<file path="config.mk">
export PLATFORM = sky130hd
export DESIGN_NAME = alu_arbiter
export DESIGN_NICKNAME = d
export VERILOG_FILES = /design/src/rtl/alu_pkg.sv /design/src/rtl/alu_core.sv /design/src/rtl/alu_arbiter.sv
export SDC_FILE = /design/constraint.sdc
export NUM_CORES = 1
export LEC_CHECK = 0
export BUFFER_PORTS_ARGS = -buffer_cell sky130_fd_sc_hd__buf_2
export CAP_MARGIN = 40
export CORE_MARGIN = 2
export CORE_UTILIZATION = 55
export DETAILED_ROUTE_END_ITERATION = 8
export PLACE_DENSITY = 0.78
export SLEW_MARGIN = 20
export SYNTH_ARGS = -nofsm -noshare
export SYNTH_HDL_FRONTEND = slang
export SYNTH_SLANG_ARGS = --single-unit
export TNS_END_PERCENT = 50
</file>
<file path="constraint.sdc">
create_clock -name clk -period 6.9 [get_ports clk]
set_input_delay 0.345 -clock clk [delete_from_list [all_inputs] [get_ports clk]]
set_output_delay 0.345 -clock clk [all_outputs]
set_load 0.1 [all_outputs]
</file>
<file path="src/rtl/alu_pkg.sv">
// Shared opcodes, FSM encoding and default widths for the ALU arbiter slice.
package alu_pkg;

  localparam int unsigned DW_DEF    = 4;
  localparam int unsigned CNT_W_DEF = 16;
  localparam int unsigned OP_W      = 4;

  localparam logic [OP_W-1:0] OP_INC_A  = 4'h0;
  localparam logic [OP_W-1:0] OP_INC_B  = 4'h1;
  localparam logic [OP_W-1:0] OP_PASS_A = 4'h2;
  localparam logic [OP_W-1:0] OP_PASS_B = 4'h3;
  localparam logic [OP_W-1:0] OP_DEC_A  = 4'h4;
  localparam logic [OP_W-1:0] OP_MUL    = 4'h5;
  localparam logic [OP_W-1:0] OP_ADD    = 4'h6;
  localparam logic [OP_W-1:0] OP_SUB    = 4'h7;
  localparam logic [OP_W-1:0] OP_NEG_A  = 4'h8;
  localparam logic [OP_W-1:0] OP_NEG_B  = 4'h9;
  localparam logic [OP_W-1:0] OP_AND    = 4'hA;
  localparam logic [OP_W-1:0] OP_OR     = 4'hB;
  localparam logic [OP_W-1:0] OP_XOR    = 4'hC;
  localparam logic [OP_W-1:0] OP_XNOR   = 4'hD;
  localparam logic [OP_W-1:0] OP_NAND   = 4'hE;
  localparam logic [OP_W-1:0] OP_NOR    = 4'hF;

  typedef enum logic [1:0] {
    ST_IDLE = 2'd0,
    ST_EXEC = 2'd1,
    ST_RESP = 2'd2
  } state_e;

endpackage

</file>
<file path="src/rtl/alu_core.sv">
// Combinational 16-opcode ALU; operands zero-extended to 2*DW, result modulo 2^(2*DW).
module alu_core
  import alu_pkg::*;
#(
  parameter int unsigned DW = DW_DEF
) (
  input  logic [OP_W-1:0] op,
  input  logic [DW-1:0]   a,
  input  logic [DW-1:0]   b,
  output logic [2*DW-1:0] y_c
);

  localparam int unsigned RW = 2 * DW;

  logic [RW-1:0] ax;
  logic [RW-1:0] bx;

  assign ax = RW'(a);
  assign bx = RW'(b);

  // Opcode decode; inverting ops naturally fill the upper half with ones.
  always_comb begin
    y_c = '0;
    case (op)
      OP_INC_A:  y_c = ax + RW'(1);
      OP_INC_B:  y_c = bx + RW'(1);
      OP_PASS_A: y_c = ax;
      OP_PASS_B: y_c = bx;
      OP_DEC_A:  y_c = ax - RW'(1);
      OP_MUL:    y_c = ax * bx;
      OP_ADD:    y_c = ax + bx;
      OP_SUB:    y_c = ax - bx;
      OP_NEG_A:  y_c = -ax;
      OP_NEG_B:  y_c = -bx;
      OP_AND:    y_c = ax & bx;
      OP_OR:     y_c = ax | bx;
      OP_XOR:    y_c = ax ^ bx;
      OP_XNOR:   y_c = ~(ax ^ bx);
      OP_NAND:   y_c = ~(ax & bx);
      OP_NOR:    y_c = ~(ax | bx);
      default:   y_c = '0;
    endcase
  end

endmodule

</file>
<file path="src/rtl/alu_arbiter.sv">
// Two-requester round-robin arbiter sequencing one shared ALU: IDLE -> EXEC -> RESP.
module alu_arbiter
  import alu_pkg::*;
#(
  parameter int unsigned DW      = DW_DEF,
  parameter logic        RR_INIT = 1'b0,
  parameter int unsigned CNT_W   = CNT_W_DEF
) (
  input  logic             clk,
  input  logic             rst_n,
  input  logic             req_valid_0,
  input  logic             req_valid_1,
  output logic             req_ready_0,
  output logic             req_ready_1,
  input  logic [3:0]       req_op_0,
  input  logic [3:0]       req_op_1,
  input  logic [DW-1:0]    req_a_0,
  input  logic [DW-1:0]    req_a_1,
  input  logic [DW-1:0]    req_b_0,
  input  logic [DW-1:0]    req_b_1,
  output logic             rsp_valid_0,
  output logic             rsp_valid_1,
  input  logic             rsp_ready_0,
  input  logic             rsp_ready_1,
  output logic [2*DW-1:0]  rsp_y,
  output logic             busy,
  output logic             grant_id,
  output logic [CNT_W-1:0] done_cnt
);

  localparam int unsigned RW = 2 * DW;

  state_e           state_q,       state_d;
  logic             ptr_q,         ptr_d;
  logic             grant_q,       grant_d;
  logic [OP_W-1:0]  op_q,          op_d;
  logic [DW-1:0]    a_q,           a_d;
  logic [DW-1:0]    b_q,           b_d;
  logic [RW-1:0]    y_q,           y_d;
  logic             rsp_valid_0_q, rsp_valid_0_d;
  logic             rsp_valid_1_q, rsp_valid_1_d;
  logic             busy_q,        busy_d;
  logic [CNT_W-1:0] done_cnt_q,    done_cnt_d;

  logic          any_valid_c;
  logic          win_c;
  logic          accept_c;
  logic          rsp_hs_c;
  logic [RW-1:0] alu_y_c;

  alu_core #(.DW(DW)) u_alu_core (
    .op  (op_q),
    .a   (a_q),
    .b   (b_q),
    .y_c (alu_y_c)
  );

  // Winner selection: a lone requester wins, a tie goes to the pointer.
  always_comb begin
    any_valid_c = req_valid_0 | req_valid_1;
    win_c       = (req_valid_0 & req_valid_1) ? ptr_q : req_valid_1;
    accept_c    = rst_n & (state_q == ST_IDLE) & any_valid_c;
    rsp_hs_c    = (state_q == ST_RESP) & (grant_q ? rsp_ready_1 : rsp_ready_0);
  end

  // Ready is a same-cycle grant, so it is gated by reset to stay low while rst_n is low.
  assign req_ready_0 = accept_c & ~win_c;
  assign req_ready_1 = accept_c &  win_c;

  // Next-state and datapath updates.
  always_comb begin
    state_d       = state_q;
    ptr_d         = ptr_q;
    grant_d       = grant_q;
    op_d          = op_q;
    a_d           = a_q;
    b_d           = b_q;
    y_d           = y_q;
    rsp_valid_0_d = rsp_valid_0_q;
    rsp_valid_1_d = rsp_valid_1_q;
    busy_d        = busy_q;
    done_cnt_d    = done_cnt_q;
    case (state_q)
      ST_IDLE: begin
        if (any_valid_c) begin
          state_d = ST_EXEC;
          grant_d = win_c;
          op_d    = win_c ? req_op_1 : req_op_0;
          a_d     = win_c ? req_a_1  : req_a_0;
          b_d     = win_c ? req_b_1  : req_b_0;
          busy_d  = 1'b1;
        end
      end
      ST_EXEC: begin
        state_d       = ST_RESP;
        y_d           = alu_y_c;
        rsp_valid_0_d = ~grant_q;
        rsp_valid_1_d =  grant_q;
      end
      ST_RESP: begin
        if (rsp_hs_c) begin
          state_d       = ST_IDLE;
          ptr_d         = ~grant_q;
          done_cnt_d    = done_cnt_q + CNT_W'(1);
          rsp_valid_0_d = 1'b0;
          rsp_valid_1_d = 1'b0;
          busy_d        = 1'b0;
        end
      end
      default: begin
        state_d       = ST_IDLE;
        rsp_valid_0_d = 1'b0;
        rsp_valid_1_d = 1'b0;
        busy_d        = 1'b0;
      end
    endcase
  end

  // State and output registers; reset discards any in-flight transaction.
  always_ff @(posedge clk or negedge rst_n) begin
    if (!rst_n) begin
      state_q       <= ST_IDLE;
      ptr_q         <= RR_INIT;
      grant_q       <= RR_INIT;
      op_q          <= '0;
      a_q           <= '0;
      b_q           <= '0;
      y_q           <= '0;
      rsp_valid_0_q <= 1'b0;
      rsp_valid_1_q <= 1'b0;
      busy_q        <= 1'b0;
      done_cnt_q    <= '0;
    end else begin
      state_q       <= state_d;
      ptr_q         <= ptr_d;
      grant_q       <= grant_d;
      op_q          <= op_d;
      a_q           <= a_d;
      b_q           <= b_d;
      y_q           <= y_d;
      rsp_valid_0_q <= rsp_valid_0_d;
      rsp_valid_1_q <= rsp_valid_1_d;
      busy_q        <= busy_d;
      done_cnt_q    <= done_cnt_d;
    end
  end

  assign rsp_valid_0 = rsp_valid_0_q;
  assign rsp_valid_1 = rsp_valid_1_q;
  assign rsp_y       = y_q;
  assign busy        = busy_q;
  assign grant_id    = grant_q;
  assign done_cnt    = done_cnt_q;

endmodule

</file>
==> flow_summary.json, run 1 <==
{
  "outcome": "finished clean",
  "cts_tree": "yes",
  "ioPinCount": 60,
  "clock_sinks": 43,
  "cts_hold_buf": 0,
  "start_util": 0.566,
  "setup-tns-final_ns": 0,
  "htreeDepth": 2,
  "synth_ff_type": "dfrtp_1",
  "fin_crit_ns": 3.05,
  "cp_data_required_time_ns": 7.14,
  "ys_seq_area_frac": 0.300,
  "die_y_um": 84.8,
  "path_clk_slew_ns": 0.09,
  "crit_chain": "nand2_1 > fa_1 > inv_1 > fa_1 > fa_1 > a21o_1 > a21oi_1 > xnor2_1 > nand2_1 > a21oi_1",
  "nets": 530,
  "drt-total-wl_um": 8670,
  "clock.fmax_mhz": 328,
  "io_buffers": 59,
  "via_per_inst": 5.84,
  "dieArea_um2": 7190,
  "wl_met1_um": 3960,
  "synth_cells": 408,
  "clock-root-buffer": "clkbuf_8",
  "cp_num_buf_inv": 1,
  "n_antenna_cell": 0,
  "drt-initial-drc-count": 256,
  "grt_max_degree": 46,
  "synth_seq_cells": 43,
  "cp_max_fo": 11,
  "clock_latency_ns": 0.31,
  "syn_to_final_growth_pct": 13.0,
  "hold_class": "primary input to asynchronous set/reset pin",
  "end_kind": "flop",
  "cp_top_family": "adder cells",
  "antenna_found_initial": 0,
  "synth_cell_type_count": 57,
  "syn_nets": 478,
  "finalSetupViolCount": 0,
  "worstPathArrival_ns": 3.28,
  "core_area_um2": 6350,
  "met2_length_um": 3890,
  "post-route-period-util": 0.441,
  "grt_pass1_wl_um": 14600,
  "final_common_cell": "buf_2",
  "crit_top_cell": "fa_1",
  "syn_area_um2": 3590,
  "drv_slew": 0,
  "crit_type": "flop to flop",
  "final_cell_mix": "buf_2, dfrtp_1, nor2_1",
  "hpwl_um": 6470,
  "grt_usage": 0.254,
  "drive_gt1_frac": 0.184,
  "syn_area_per_cell_um2": 8.80,
  "cap_viol_max_count": 0,
  "synthArstFlopShare": 1.00,
  "slew_headroom": 0.598,
  "worst_slew_pin_slew_ns": 0.602,
  "final_core_util": 0.639,
  "hold_viol": 0,
  "cts_made_buffers": 5,
  "gp_congestion": 0.996,
  "routed.top_layer": "met4",
  "synth_edf_count": 0,
  "vias": 3142,
  "row_count": 29,
  "slowest_delay_ns": 0.60,
  "grt_setup_unrepaired": "no",
  "grt_pass1_vias": 2915,
  "drt_first_pass_iters": 5,
  "cts_setup_buffers": 0,
  "grt-ovfl-total": 0,
  "route.detailed.drc": 0,
  "cts_resized": 0,
  "wl_met3_um": 625,
  "final.setup_skew_ns": 0.0129,
  "die_w_um": 84.8,
  "yosysWarnings": 0,
  "routedWlPerCell_um": 16.1,
  "ant_nets": 0,
  "cts.path.max_buffers": 2,
  "cp_slowest_cell": "dfrtp_1",
  "crit_path_start_kind": "flop"
}
[Yosys cell counts (all sizes together) (8+ instances only)]
master  instances  area [um2]
dfrtp          43        1080
nor2           42         165
nand2          35         131
ha             34         425
a21oi          29         145
inv            24        90.1
xnor2          21         184
mux2i          20         200
buf            14        75.1
nand3          12        60.1
o21ai          12        63.8
nor3           10        65.1
xor2           10        87.6
clkbuf          8        30.0
nor2b           8        50.1
[layer usage]
metal,vias to the layer above,GRT usage
met5,-,0
met3,13,0.0541
li1,1545,-
met4,0,0.0837
met2,131,0.379
met1,1453,0.369
[final cells by class]
cell class	instances	area (um2)
Clock buffer	5	68.8
Clock inverter	3	46.3
Fill cell	535	2290
Inverter	24	90.1
Multi-Input combinational cell	319	2320
Sequential cell	43	1080
Tap cell	77	96.3
Timing Repair Buffer	67	359
[sequential cells by signal (all words and copies together), names as in the netlist, 2 cells and up]
signal    flops
rsp_y         8
state_q       2
done_cnt     16
op_q          4
a_q           4
b_q           4
[worst register-to-register path: stages (launching register included)]
cell     delay (ns)
dfrtp_1        0.60
nand2_1        0.13
fa_1           0.49
inv_1          0.05
fa_1           0.54
fa_1           0.48
a21o_1         0.19
a21oi_1        0.16
xnor2_1        0.13
nand2_1        0.07
a21oi_1        0.14
[cell families (layout without fill, tap and decap cells)]
family                     after synthesis  after routing  share of synthesized area
DFF                                     43             43                      0.300
and+or+nand+nor                        139            139                      0.198
adders and majority gates               40             40                      0.152
xor gates and xnor gates                31             31                     0.0756
muxes                                   22             22                     0.0620
AOI/OAI and AO/OA                       87             87                      0.159
buffers and inverters                   46             99                     0.0544
[metrics by stage]
| stage | cell area [um2] | hold slack, ns | worst slack, ns | instances |
|---|---|---|---|---|
| global route | 4060 | 0.147 | 3.63 | 538 |
| global placement | 3930 | 0.453 | 3.91 | 529 |
| detailed placement | 3930 | 0.456 | 3.86 | 529 |
| floorplan | 3590 | 0.0494 | 2.68 | 408 |
| finish | 4060 | 0.0908 | 3.85 | 538 |
| CTS | 4050 | 0.115 | 3.85 | 537 |
[worst paths after layout]
kind | slack, ns | from | depth (start not counted) | end
worst max-delay path | 3.85 | a_q[2] | 10 | rsp_y[6]
worst min-delay path | 0.09 | rst_n | 2 | done_cnt[13]
worst max register to register | 3.85 | a_q[2] | 10 | rsp_y[6]
worst min register to register | 0.47 | done_cnt[15] | 1 | done_cnt[15]
max in group asynchronous | 6.43 | rst_n | 2 | op_q[1]
min in group clk | 0.33 | rsp_ready_0 | 3 | ptr_q
Power of run 1 is not shown: default switching activity piles up to over one toggle a cycle in this logic, so the estimate is an artifact.
==> run 2: changes to the inputs <==
Settings changed: CORE_UTILIZATION 55 to 52.
Clock period 6.9 ns to 2.46 ns, I/O delays scaled along.
==> flow_summary.json, run 2 (same netlist as run 1, synthesis figures left out) <==
{
  "outcome": "finished with violations",
  "violations": "negative setup slack",
  "drv_slew": 0,
  "drt-total-wl_um": 9630,
  "dieArea_um2": 7590,
  "crit_end": "rsp_y[6]",
  "worstPathArrival_ns": 2.93,
  "hold_class": "primary input to flop",
  "die_w_um": 87.1,
  "largest_reg_flops": 16,
  "ant_nets": 0,
  "final_common_cell": "buf_2",
  "grt_setup_unrepaired": "yes",
  "finalSetupViolCount": 5,
  "grt_max_degree": 44,
  "hpwl_um": 7210,
  "via_per_inst": 5.88,
  "use_met2": 0.395,
  "ioPinCount": 60,
  "hold_viol": 0,
  "die_y_um": 87.1,
  "cts_tree": "yes",
  "htreeDepth": 2,
  "drive_gt1_frac": 0.265,
  "reg2reg_slack_ns": -0.23,
  "clock_latency_ns": 0.30,
  "clock.fmax_mhz": 372,
  "cap_viol_max_count": 0,
  "n_antenna_cell": 0,
  "post-route-period-util": 1.09,
  "start_util": 0.531,
  "drt_first_pass_iters": 6,
  "io_buffers": 59,
  "worst_slew_pin_slew_ns": 0.546,
  "antenna_found_initial": 0,
  "cp_max_fo": 4,
  "path_clk_slew_ns": 0.10,
  "crit_path_start_kind": "flop",
  "clock_sinks": 43,
  "reg2reg_depth": 10,
  "cp-startpoint": "b_q[2]",
  "drt-initial-drc-count": 291,
  "grt_usage": 0.260,
  "crit_type": "flop to flop",
  "nets": 560,
  "fin_crit_ns": 2.69,
  "core_area_um2": 6760,
  "use_met1": 0.373,
  "clock-root-buffer": "clkbuf_8",
  "final_cell_mix": "buf_2, nor2_1, dfrtp_1",
  "r2r_end": "rsp_y[6]",
  "syn_to_final_growth_pct": 21.6,
  "route.detailed.drc": 0,
  "grt_pass1_wl_um": 15500,
  "whs_ns": 0.123,
  "slew_headroom": 0.636,
  "use_met3": 0.0502,
  "fin_ws_ns": -0.231,
  "cp_data_required_time_ns": 2.70,
  "end_kind": "flop",
  "busiest_layer": "met2",
  "routedWlPerCell_um": 16.9,
  "rr_startpoint": "b_q[2]",
  "row_count": 30,
  "gp_congestion": 1.06,
  "cts_made_buffers": 5,
  "vias": 3356,
  "final.setup_skew_ns": 0.0137,
  "cts.path.max_buffers": 2,
  "grt-ovfl-total": 0,
  "grt_pass1_vias": 3191
}
## run 2: stage by stage
step / worst slack, ns / TNS (ns) / std cells / util / area (um2)
final: -0.231 / -0.808 / 571 / 0.646 / 4370
after global routing: -0.301 / -1.28 / 571 / 0.646 / 4370
after CTS: -0.207 / -0.703 / 571 / 0.641 / 4330
after detailed placement: -0.182 / -0.677 / 561 / 0.620 / 4190
after global placement: -0.0775 / -0.292 / 561 / 0.620 / 4190
after floorplan: -0.121 / -0.510 / 408 / - / 3630
## run 2: layer usage
metal | wire (um) | part of all wire
met5 | 0 | 0
met4 | 283 | 0.029
met3 | 588 | 0.061
met2 | 4400 | 0.46
met1 | 4360 | 0.45
## run 2: timing repair
action	4_1_cts	5_1_grt
hold endpoints to repair	43	0
hold buffers	1	0
resized for setup	5	7
buffers inserted	1	0
pin swaps	2	5
endpoints found under the setup margin	6	6
## run 2: final cells by class
cell class	count	area, um2
multi-input combinational	319	2390
fill	549	2390
sequential	43	1080
timing repair buffer	97	598
tap	80	100
inverter	24	90.1
clock buffer	5	68.8
clock inverter	3	43.8
## run 2: how the worst min path moves through the flow
stage	startpoint	to	depth (start not counted)
6_report	rsp_ready_0	ptr_q	3
3_5_place_dp	rst_n	done_cnt[11]	2
5_1_grt	rsp_ready_0	ptr_q	3
3_3_place_gp	rst_n	done_cnt[11]	2
2_1_floorplan	rst_n	a_q[0]	0
4_1_cts	rsp_ready_0	ptr_q	3
## run 2: critical path, stage by stage, from the launching register on
cell and delay (ns):
dfrtp_1 0.42, nand2_2 0.08, fa_1 0.53, inv_2 0.04, fa_1 0.50, fa_2 0.39, a21o_1 0.18, a21oi_2 0.13
xnor2_1 0.14, nand2_1 0.09, a21oi_2 0.14
Power of run 2 is left out for the same reason.
